--- config.mk ---
export PLATFORM = sky130hd
export DESIGN_NAME = alu_mc_flat
export DESIGN_NICKNAME = d
export VERILOG_FILES = /design/src/rtl/alu_mc_if.sv /design/src/rtl/alu_mc.sv /design/src/flat_wrapper.sv
export SDC_FILE = /design/constraint.sdc
export NUM_CORES = 1
export LEC_CHECK = 0
export CAP_MARGIN = 20
export CORE_ASPECT_RATIO = 0.75
export CORE_MARGIN = 2
export CORE_UTILIZATION = 50
export CTS_CLUSTER_DIAMETER = 200
export DETAILED_ROUTE_END_ITERATION = 10
export PLACE_DENSITY = 0.74
export SLEW_MARGIN = 0
export SYNTH_ARGS = -nofsm -noshare
export SYNTH_HDL_FRONTEND = slang
export SYNTH_SLANG_ARGS = --single-unit
--- constraint.sdc ---
create_clock -name clk_i -period 4.35 [get_ports clk_i]
set_clock_uncertainty 0.05 [all_clocks]
set_input_delay 0.87 -clock clk_i [delete_from_list [all_inputs] [get_ports clk_i]]
set_output_delay 0.87 -clock clk_i [all_outputs]
set_load 0.005 [all_outputs]
--- src/rtl/alu_mc_if.sv ---
// -----------------------------------------------------------------------------
// alu_mc_if
// Request/response bundle between the EX stage and the multi-cycle ALU.
//
// Signals (names kept identical to the ALU port list):
//   valid_i   operation request from the pipeline
//   ready_o   ALU can accept an operation this cycle
//   flush_i   abort the in-flight operation (pipeline flush)
//   ctrl_i    4-bit operation code
//   src1_i    operand 1
//   src2_i    operand 2
//   result_o  registered result (low half of product for MUL)
//   hi_o      registered high half of product (remainder for DIVU)
//   zero_o    result_o == 0
//   valid_o   one-cycle pulse: result_o/hi_o updated this cycle
//
// Modports: master = pipeline side, slave = ALU side.
// -----------------------------------------------------------------------------
interface alu_mc_if #(
    parameter int WIDTH = 32
);
    logic             valid_i;
    logic             ready_o;
    logic             flush_i;
    logic [3:0]       ctrl_i;
    logic [WIDTH-1:0] src1_i;
    logic [WIDTH-1:0] src2_i;
    logic [WIDTH-1:0] result_o;
    logic [WIDTH-1:0] hi_o;
    logic             zero_o;
    logic             valid_o;

    modport master (
        output valid_i, flush_i, ctrl_i, src1_i, src2_i,
        input  ready_o, result_o, hi_o, zero_o, valid_o
    );

    modport slave (
        input  valid_i, flush_i, ctrl_i, src1_i, src2_i,
        output ready_o, result_o, hi_o, zero_o, valid_o
    );
endinterface

--- src/rtl/alu_mc.sv ---
// -----------------------------------------------------------------------------
// alu_mc
// Multi-cycle EX-stage ALU. Single-cycle logic ops complete one cycle after
// acceptance; MUL (and DIVU when enabled) iterate WIDTH times in BUSY and
// report in cycle WIDTH+1. The hazard unit stalls while ready_o is low.
//
// Ports:
//   clk_i   clock, rising edge
//   rst_i   asynchronous, active-low reset
//   bus     alu_mc_if.slave (valid/ready/flush, ctrl, operands, results)
//
// Build option:
//   ALU_DIV_EN  when defined, code 1110 is DIVU (unsigned restoring divide,
//               quotient on result_o, remainder on hi_o). When undefined the
//               code is treated as undefined and no divider logic exists.
// -----------------------------------------------------------------------------
module alu_mc #(
    parameter int WIDTH = 32,
    parameter int CNT_W = $clog2(WIDTH) + 1
) (
    input  logic     clk_i,
    input  logic     rst_i,
    alu_mc_if.slave  bus
);
    localparam int SH_W = $clog2(WIDTH);
    localparam logic [WIDTH-1:0] WIDTH_LIM = WIDTH'(WIDTH);

    localparam logic [3:0] OP_AND  = 4'b0000;
    localparam logic [3:0] OP_OR   = 4'b0001;
    localparam logic [3:0] OP_ADD  = 4'b0010;
    localparam logic [3:0] OP_SUB  = 4'b0011;
    localparam logic [3:0] OP_SLT  = 4'b0100;
    localparam logic [3:0] OP_SRLV = 4'b0110;
    localparam logic [3:0] OP_LUI  = 4'b1000;
    localparam logic [3:0] OP_MUL  = 4'b1011;
`ifdef ALU_DIV_EN
    localparam logic [3:0] OP_DIVU = 4'b1110;
`endif

    typedef enum logic {IDLE, BUSY} state_t;

    state_t state, next_state;

    logic                 ready;
    logic                 accept;
    logic                 start_iter;
    logic                 last_iter;
    logic                 is_mc;

    logic [2*WIDTH-1:0]   mcand;
    logic [WIDTH-1:0]     mplier;
    logic [2*WIDTH-1:0]   acc;
    logic [CNT_W-1:0]     cnt;
    logic [WIDTH-1:0]     result_q;
    logic [WIDTH-1:0]     hi_q;
    logic                 valid_q;
    logic [2*WIDTH-1:0]   mul_acc_nxt;

    // Results of all ops that finish in one cycle. Branch codes and
    // undefined codes fall through to zero.
    function automatic logic [WIDTH-1:0] alu_single(
        input logic [3:0]       op,
        input logic [WIDTH-1:0] a,
        input logic [WIDTH-1:0] b
    );
        logic [WIDTH-1:0] r;
        r = '0;
        case (op)
            OP_AND:  r = a & b;
            OP_OR:   r = a | b;
            OP_ADD:  r = a + b;
            OP_SUB:  r = a - b;
            OP_SLT:  r = {{(WIDTH-1){1'b0}}, (a < b)};
            OP_SRLV: r = (b >= WIDTH_LIM) ? '0 : (a >> b[SH_W-1:0]);
            OP_LUI:  r = {b[WIDTH/2-1:0], {(WIDTH/2){1'b0}}};
            default: r = '0;
        endcase
        return r;
    endfunction

    always_comb begin
        is_mc = (bus.ctrl_i == OP_MUL);
`ifdef ALU_DIV_EN
        if (bus.ctrl_i == OP_DIVU) begin
            is_mc = 1'b1;
        end
`endif
    end

    // ---- FSM: state register ----
    always_ff @(posedge clk_i or negedge rst_i) begin
        if (!rst_i) begin
            state <= IDLE;
        end else begin
            state <= next_state;
        end
    end

    // ---- FSM: next state and handshake; flush beats valid ----
    always_comb begin
        next_state = state;
        ready      = 1'b0;
        accept     = 1'b0;
        start_iter = 1'b0;
        last_iter  = 1'b0;
        case (state)
            IDLE: begin
                ready = 1'b1;
                if (bus.valid_i && !bus.flush_i) begin
                    accept = 1'b1;
                    if (is_mc) begin
                        start_iter = 1'b1;
                        next_state = BUSY;
                    end
                end
            end
            BUSY: begin
                if (bus.flush_i) begin
                    next_state = IDLE;
                end else if (cnt == CNT_W'(1)) begin
                    last_iter  = 1'b1;
                    next_state = IDLE;
                end
            end
            default: next_state = IDLE;
        endcase
    end

    // One shift-add step: add the multiplicand at its current weight.
    always_comb begin
        mul_acc_nxt = acc + (mplier[0] ? mcand : '0);
    end

`ifdef ALU_DIV_EN
    // Restoring divide step. The remainder lives in acc[WIDTH:0], the
    // dividend shifts out of mplier's MSB while quotient bits shift in at
    // its LSB, and the divisor sits in mcand[WIDTH-1:0]. A zero divisor
    // naturally yields an all-ones quotient and remainder = dividend.
    logic             op_div;
    logic [WIDTH:0]   rem_sh;
    logic [WIDTH:0]   rem_nxt;
    logic             q_bit;
    logic [WIDTH-1:0] quo_nxt;

    always_comb begin
        rem_sh  = {acc[WIDTH-1:0], mplier[WIDTH-1]};
        q_bit   = (rem_sh >= {1'b0, mcand[WIDTH-1:0]});
        rem_nxt = q_bit ? (rem_sh - {1'b0, mcand[WIDTH-1:0]}) : rem_sh;
        quo_nxt = {mplier[WIDTH-2:0], q_bit};
    end
`endif

    // ---- Datapath and output registers ----
    always_ff @(posedge clk_i or negedge rst_i) begin
        if (!rst_i) begin
            mcand    <= '0;
            mplier   <= '0;
            acc      <= '0;
            cnt      <= '0;
            result_q <= '0;
            hi_q     <= '0;
            valid_q  <= 1'b0;
`ifdef ALU_DIV_EN
            op_div   <= 1'b0;
`endif
        end else begin
            valid_q <= 1'b0;
            if (accept && !is_mc) begin
                result_q <= alu_single(bus.ctrl_i, bus.src1_i, bus.src2_i);
                hi_q     <= '0;
                valid_q  <= 1'b1;
            end
            if (start_iter) begin
                mcand  <= {{WIDTH{1'b0}}, bus.src2_i};
                mplier <= bus.src1_i;
                acc    <= '0;
                cnt    <= CNT_W'(WIDTH);
`ifdef ALU_DIV_EN
                op_div <= (bus.ctrl_i == OP_DIVU);
`endif
            end else if (state == BUSY && !bus.flush_i) begin
                cnt <= cnt - CNT_W'(1);
`ifdef ALU_DIV_EN
                if (op_div) begin
                    acc    <= {{(WIDTH-1){1'b0}}, rem_nxt};
                    mplier <= quo_nxt;
                    if (last_iter) begin
                        result_q <= quo_nxt;
                        hi_q     <= rem_nxt[WIDTH-1:0];
                        valid_q  <= 1'b1;
                    end
                end else
`endif
                begin
                    acc    <= mul_acc_nxt;
                    mcand  <= mcand << 1;
                    mplier <= mplier >> 1;
                    if (last_iter) begin
                        result_q <= mul_acc_nxt[WIDTH-1:0];
                        hi_q     <= mul_acc_nxt[2*WIDTH-1:WIDTH];
                        valid_q  <= 1'b1;
                    end
                end
            end
        end
    end

    assign bus.ready_o  = ready;
    assign bus.result_o = result_q;
    assign bus.hi_o     = hi_q;
    assign bus.valid_o  = valid_q;
    assign bus.zero_o   = (result_q == '0);

endmodule

--- src/flat_wrapper.sv ---
// flat-port wrapper written by rule: the top's interface ports become plain ports
module alu_mc_flat 
#(
    parameter int WIDTH = 32,
    parameter int CNT_W = $clog2(WIDTH) + 1
)
  (clk_i, rst_i, bus_valid_i, bus_flush_i, bus_ctrl_i, bus_src1_i, bus_src2_i, bus_ready_o, bus_result_o, bus_hi_o, bus_zero_o, bus_valid_o);
  alu_mc_if #(.WIDTH(WIDTH)) bus_i ();
  input  logic clk_i;
  input  logic rst_i;
  input wire logic [$bits(bus_i.valid_i)-1:0] bus_valid_i;
  input wire logic [$bits(bus_i.flush_i)-1:0] bus_flush_i;
  input wire logic [$bits(bus_i.ctrl_i)-1:0] bus_ctrl_i;
  input wire logic [$bits(bus_i.src1_i)-1:0] bus_src1_i;
  input wire logic [$bits(bus_i.src2_i)-1:0] bus_src2_i;
  output wire logic [$bits(bus_i.ready_o)-1:0] bus_ready_o;
  output wire logic [$bits(bus_i.result_o)-1:0] bus_result_o;
  output wire logic [$bits(bus_i.hi_o)-1:0] bus_hi_o;
  output wire logic [$bits(bus_i.zero_o)-1:0] bus_zero_o;
  output wire logic [$bits(bus_i.valid_o)-1:0] bus_valid_o;
  assign bus_i.valid_i = bus_valid_i;
  assign bus_i.flush_i = bus_flush_i;
  assign bus_i.ctrl_i = bus_ctrl_i;
  assign bus_i.src1_i = bus_src1_i;
  assign bus_i.src2_i = bus_src2_i;
  assign bus_ready_o = bus_i.ready_o;
  assign bus_result_o = bus_i.result_o;
  assign bus_hi_o = bus_i.hi_o;
  assign bus_zero_o = bus_i.zero_o;
  assign bus_valid_o = bus_i.valid_o;
  alu_mc #(.WIDTH(WIDTH), .CNT_W(CNT_W)) u_core (.clk_i(clk_i), .rst_i(rst_i), .bus(bus_i));
endmodule
After elaboration in Yosys (flattened, before gate mapping)

Cells that the tools add are included.

$add $sub $neg: 4
Order comparisons: 2
Equal/unequal tests: 8
Shift-type cells: 1
Muxes and demuxes: 35
Bitwise logic cells: 3
Reductions and logical operators: 8

Operator list:

| kind                | number |
|---|---|
| $mux 32             | 11 |
| $mux 64             | 5 |
| $pmux 32 s7         | 1 |
| $add 64x64->64      | 1 |
| $add 32x32->32      | 1 |
| $and 32x32->32      | 1 |
| $ge 32x6->1 const B | 1 |
| $logic_not 32->1    | 1 |
| $lt 32x32->1        | 1 |
| $or 32x32->32       | 1 |
| $shr 32x5->32       | 1 |
| $sub 32x32->32      | 1 |
| $mux 1              | 15 |
| $mux 6              | 2 |
| $eq 4x2->1 const B  | 2 |
| $eq 4x3->1 const B  | 2 |
| $eq 4x4->1 const B  | 2 |
| $eq 6x1->1 const B  | 1 |
| $sub 6x1->6 const B | 1 |
| $eq 4x1->1 const B  | 1 |
| $logic_not 4->1     | 1 |
| $logic_and 1x1->1   | 3 |
| $logic_not 1->1     | 2 |
| $pmux 1 s2          | 1 |
| other kinds (2)     | 2 |

Bits in registers: 232
Input port bits: 72
Output and inout bits: 67
Logic and storage cells: 69

Longest topological paths before layout

Depth in word-level cells: 9
Depth in mapped cells: 14
Depth with buffers taken out: 12

Worst setup path after synthesis

No wires, ideal clock.

Path kind: input -> register
Start point: in bus_src2_i[2]
End point: reg u_core.result_q[24] (netlist: u_core.bus.result_o[24])
Library setup time: 120 ps
Data arrival time: 4131 ps
Required time: 4180 ps
Path slack: 49 ps
Stages: 13
Path buffers: 2
Path through: clkinv_1 > clkbuf_1 > clkbuf_1 > ha_1 > or2_2 > a221oi_1 > and3_1 > o32ai_1 > a221oi_1 > mux2_2 > nor4_1 > o221ai_1 > a31o_2

Longest elaborated chain between the ends: 7
Elaborated cells between the ends (all ways): 10
Those cells by class: add/sub: 2; order compare: 1; shift: 1; mux: 6

Ends and longest elaborated chain:

| what                                         | RTL line           | source |
|---|---|---|
| start, declared                              | flat_wrapper.sv:15 | `input wire logic [$bits(bus_i.src2_i)-1:0] bus_src2_i;` |
| $ge 32x6->1 or $shr 32x5->32 (tied branches) | alu_mc.sv:74       | `OP_SRLV: r = (b >= WIDTH_LIM) ? '0 : (a >> b[SH_W-1:0]);` |
| $mux 32                                      | alu_mc.sv:74       |  |
| $pmux 32 s7 (*)                              | alu_mc.sv:68       | `case (op)` |
| $mux 32 (*)                                  | alu_mc.sv:168      | `if (accept && !is_mc) begin` |
| $mux 32                                      | alu_mc.sv:198      | `if (last_iter) begin` |
| $mux 32                                      | alu_mc.sv:181      | `end else if (state == BUSY && !bus.flush_i) begin` |
| $mux 32 (*)                                  | alu_mc.sv:173      | `if (start_iter) begin` |
| end signal, assigned                         | alu_mc.sv:169      | `result_q <= alu_single(bus.ctrl_i, bus.src1_i, bus.src2_i);` |
| end signal, assigned                         | alu_mc.sv:199      | `result_q <= mul_acc_nxt[WIDTH-1:0];` |
| end, declared                                | alu_mc.sv:54       | `logic [WIDTH-1:0] result_q;` |

Mark *: on every way between the ends. The rest lies on a longest branch, timed or not.
A chain may end at the register's enable or synchronous reset.

Final worst setup path

Start point: reg u_core.mplier[0]
End point: reg u_core.acc[62]

Longest elaborated chain between the ends: 4

Ends and longest elaborated chain:

| what                   | RTL line      | source |
|---|---|---|
| start, declared        | alu_mc.sv:51  | `logic [WIDTH-1:0] mplier;` |
| start signal, assigned | alu_mc.sv:175 | `mplier <= bus.src1_i;` |
| start signal, assigned | alu_mc.sv:197 | `mplier <= mplier >> 1;` |
| $mux 64                | alu_mc.sv:131 | `mul_acc_nxt = acc + (mplier[0] ? mcand : '0);` |
| $add 64x64->64         | alu_mc.sv:131 |  |
| $mux 64                | alu_mc.sv:181 |  |
| $mux 64                | alu_mc.sv:173 |  |
| end signal, assigned   | alu_mc.sv:195 | `acc <= mul_acc_nxt;` |
| end, declared          | alu_mc.sv:52  | `logic [2*WIDTH-1:0] acc;` |

Every way passes these cells. The select of a mux whose other input is x is not followed.

==> impl_metrics.yaml <==
synth:
  synth-edff-count: 0
  postSynth.asyncResetShare_pct: 100
  post_synth_instance_area_um2: 20100
  synth_top_flop_cell: "sky130_fd_sc_hd__dfrtp_1"
  post_synth_num_cell_types: 79
  synth_sequential_area_ratio_pct: 28.9
  mappedNetlistNets: 2758
  synth_seq_cells: 232
  synth_largest_type_area_fraction_pct: 28.9
  average_footprint_of_a_synthesized_cell_um2: 8.00
  yosysWarnings: 0
  synth.largest_area_cell: "sky130_fd_sc_hd__dfrtp_1"
  syn_inst: 2510
  ys_top_cells_by_area: "sky130_fd_sc_hd__dfrtp_1 29%, sky130_fd_sc_hd__ha_1 11%, sky130_fd_sc_hd__nand2_1 7.1%"
cells_and_area:
  post-route-cell-area_um2: 24400
  seq_area_um2: 5810
  finalNonFillerCells: 3314
  layout.nets: 3022
  final_util_pct: 61.7
  layout.cells.most_common_list: "381 x sky130_fd_sc_hd__nand2_1, 261 x sky130_fd_sc_hd__buf_4, 232 x sky130_fd_sc_hd__dfrtp_1"
  fillCellCount: 3498
  layout_commonest_cell: "sky130_fd_sc_hd__nand2_1"
  area_delta_synth_final_pct: 21.7
  drive_above_1_share_pct: 13.6
  multi_input_combinational_cell_area_um2: 13300
clock_tree:
  cts_root_buf: "sky130_fd_sc_hd__clkbuf_16"
  cts_max_path_buffers: 3
  cts_tree: "built"
  numCtsBuffers: 24
  cts_resized: 0
  clock_latency_ns: 0.56
  clk_slew_on_worst_s_h_paths_ns: 0.07
  cts_setup_buffers: 0
  clock_sink_count: 232
  cts_htree_levels: 1
  ctsHoldBuffers: 0
place:
  dpl_cell_area_um2: 23600
  place.detailed.hpwl_um: 63700
  port_buffers: 138
  pre_cts_slack_ns: -0.499
  dpl.cell_count: 3268
  gpl.final_weighted_congestion: 1.04
power:
  p_per_area_nw_per_um2: 275
  totalPowerFinal_mw: 6.71
  vdd_drop_max_mv: 0.291
  leakage_nw: 11.3
grt:
  grt_first_pass_wirelength_um: 124000
  grt.total_usage_pct: 39.0
  pin_count_of_the_biggest_net_entering_global_routing: 103
  number_of_antenna_violations_at_the_first_check_in_global_routing: 0
  overflow_after_grt: 0
  vias_in_the_first_global_route: 20000
timing:
  max-slew-margin-rel_pct: 36.3
  finalHoldViolations: 0
  layout_min_cycle_time_ns: 4.24
  fin_tns_setup_ns: 0
  worst_pin_slew_ns: 0.954
  maxClockFrequency_ghz: 0.236
  finalMaxSlewViolations: 0
  finalCritPeriodShare_pct: 97.4
  rsz0062_at_grt: "no"
  hold-worst-slack_ns: 0.213
  fin_ws_ns: 0.111
  finalSetupViolations: 0
setup_path:
  setup.worst_path.end_class: "flop"
  cp.arrival_ns: 4.60
  crit_type: "reg -> reg"
  worstPathRequired_ns: 4.71
  timing.critical_path.slowest_stage_cell: "sky130_fd_sc_hd__or4_1"
  most_prevalent_standard_cell_on_the_critical_path: "sky130_fd_sc_hd__a211oi_1"
  critical_path_source_type: "flop"
  cp_cell_sequence: "buf_12 -> and2_1 -> ha_1 -> nand4_1 -> or4_1 -> or3_1 -> nor3_2 -> a211oi_1 -> a21oi_2 -> a211oi_1 -> xor2_1 -> o21ai_1"
  worst-path-max-fanout: 63
  timing.critical_path.slowest_cell_delay_ns: 0.58
  rr_worst_depth: 12
floorplanning:
  placeableCoreArea_um2: 39600
  die_width_um: 235
  initial_core_util_pct: 50.7
  num_io_pins: 139
  full_die_area_um2: 41800
  row_count: 63
  die_outline_height_um: 178
outcome:
  status: "complete, no violations"
route:
  route.detailed.vias_per_inst: 6.49
  drt_pass1_iterations: 6
  vias: 21500
  drt_wl_total_um: 83300
  antenna_left: 0
  remaining_drc_errors: 0
  wl_per_cell_um: 25.1
  starting_drt_drc_count: 2873
job:
  max_cap_violations: 0
min_path:
  worst_hold_path_type: "in -> async"
-- cell families (layout without fill, tap and decap cells) --
logic type	Yosys count	count (layout)	synth area share [%]
xor gates and xnor gates	82	82	3.58
and+or+nand+nor	881	881	20.4
muxes	58	58	4.67
DFF	232	232	28.9
other	0	3	0
AOI/OAI and AO/OA	793	793	25.9
adders and majority gates	176	176	11.1
buffers and inverters	288	569	5.53
-- layer usage --
metal / up-vias / GRT usage, % / share of wire [%]
met5: - / 0 / 0
li1: 9663 / - / -
met1: 10400 / 57.3 / 45
met2: 1257 / 56.3 / 40
met4: 0 / 9.71 / 3.0
met3: 177 / 10.4 / 12
-- sequential cells by signal, summed over array words and instances, names as in the netlist --
| name | cells |
|---|---|
| u_core.acc | 64 |
| u_core.bus.result_o | 32 |
| u_core.state | 1 |
| u_core.bus.hi_o | 32 |
| u_core.cnt | 6 |
| u_core.mcand | 64 |
| u_core.bus.valid_o | 1 |
| u_core.mplier | 32 |
-- power by group --
group / total (mW) / internal (mW) / switching, mW
sequential: 2.55 / 2.37 / 0.177
combinational: 1.97 / 0.804 / 1.17
clock: 2.19 / 1.24 / 0.950
-- synth_stat cells, types with 16 or more instances --
library cell               count
sky130_fd_sc_hd__a211oi_1     21
sky130_fd_sc_hd__a21o_1       36
sky130_fd_sc_hd__a21oi_1     177
sky130_fd_sc_hd__a221oi_1     35
sky130_fd_sc_hd__a22o_1       26
sky130_fd_sc_hd__a22oi_1      73
sky130_fd_sc_hd__a31oi_1      25
sky130_fd_sc_hd__and2_1       75
sky130_fd_sc_hd__and3_1       16
sky130_fd_sc_hd__buf_2        17
sky130_fd_sc_hd__clkbuf_1    139
sky130_fd_sc_hd__dfrtp_1     232
sky130_fd_sc_hd__ha_1        173
sky130_fd_sc_hd__inv_1       118
sky130_fd_sc_hd__mux2i_1      25
sky130_fd_sc_hd__mux4_2       28
sky130_fd_sc_hd__nand2_1     382
sky130_fd_sc_hd__nand3_1      80
sky130_fd_sc_hd__nand4_1      32
sky130_fd_sc_hd__nor2_1      141
sky130_fd_sc_hd__nor3_1       45
sky130_fd_sc_hd__nor4_1       32
sky130_fd_sc_hd__o21a_1       17
sky130_fd_sc_hd__o21ai_0     204
sky130_fd_sc_hd__o21bai_1     20
sky130_fd_sc_hd__o31ai_1      23
sky130_fd_sc_hd__xnor2_1      49
sky130_fd_sc_hd__xor2_1       33
-- critical path: cells and delay by family (launching register included) --
| kind | cells | cell delay, ns |
|---|---|---|
| flip-flops | 1 | 0.41 |
| AO/OA/AOI/OAI | 4 | 0.80 |
| buffers and inverters | 1 | 0.20 |
| XOR/XNOR | 1 | 0.38 |
| AND/OR/NAND/NOR | 5 | 1.80 |
| adder cells (fa/ha/maj) | 1 | 0.43 |
-- layout make-up --
type / instances / area share [%]
tap: 520 / 2.66
clock buffer: 34 / 2.86
timing repair buffer: 404 / 14.0
antenna: 3 / 0.0307
multi-input combinational: 1990 / 54.3
sequential: 232 / 23.8
inverter: 122 / 1.87
clock inverter: 9 / 0.476
-- path summary, 6_finish.rpt --
kind / from / endpoint / slack [ns]
max in group asynchronous: rst_i / u_core.acc[4]$_DFFE_PN0P_ / 3.03
worst max-delay path: u_core.mplier[0]$_DFFE_PN0P_ / u_core.acc[62]$_DFFE_PN0P_ / 0.11
worst min register to register: u_core.mplier[10]$_DFFE_PN0P_ / u_core.mplier[10]$_DFFE_PN0P_ / 0.43
worst max register to register: u_core.mplier[0]$_DFFE_PN0P_ / u_core.acc[62]$_DFFE_PN0P_ / 0.11
worst min-delay path: rst_i / u_core.bus.result_o[28]$_DFF_PN0_ / 0.21
min in group clk_i: u_core.mplier[10]$_DFFE_PN0P_ / u_core.mplier[10]$_DFFE_PN0P_ / 0.43
No activity file was read; power rests on OpenSTA's default activity.
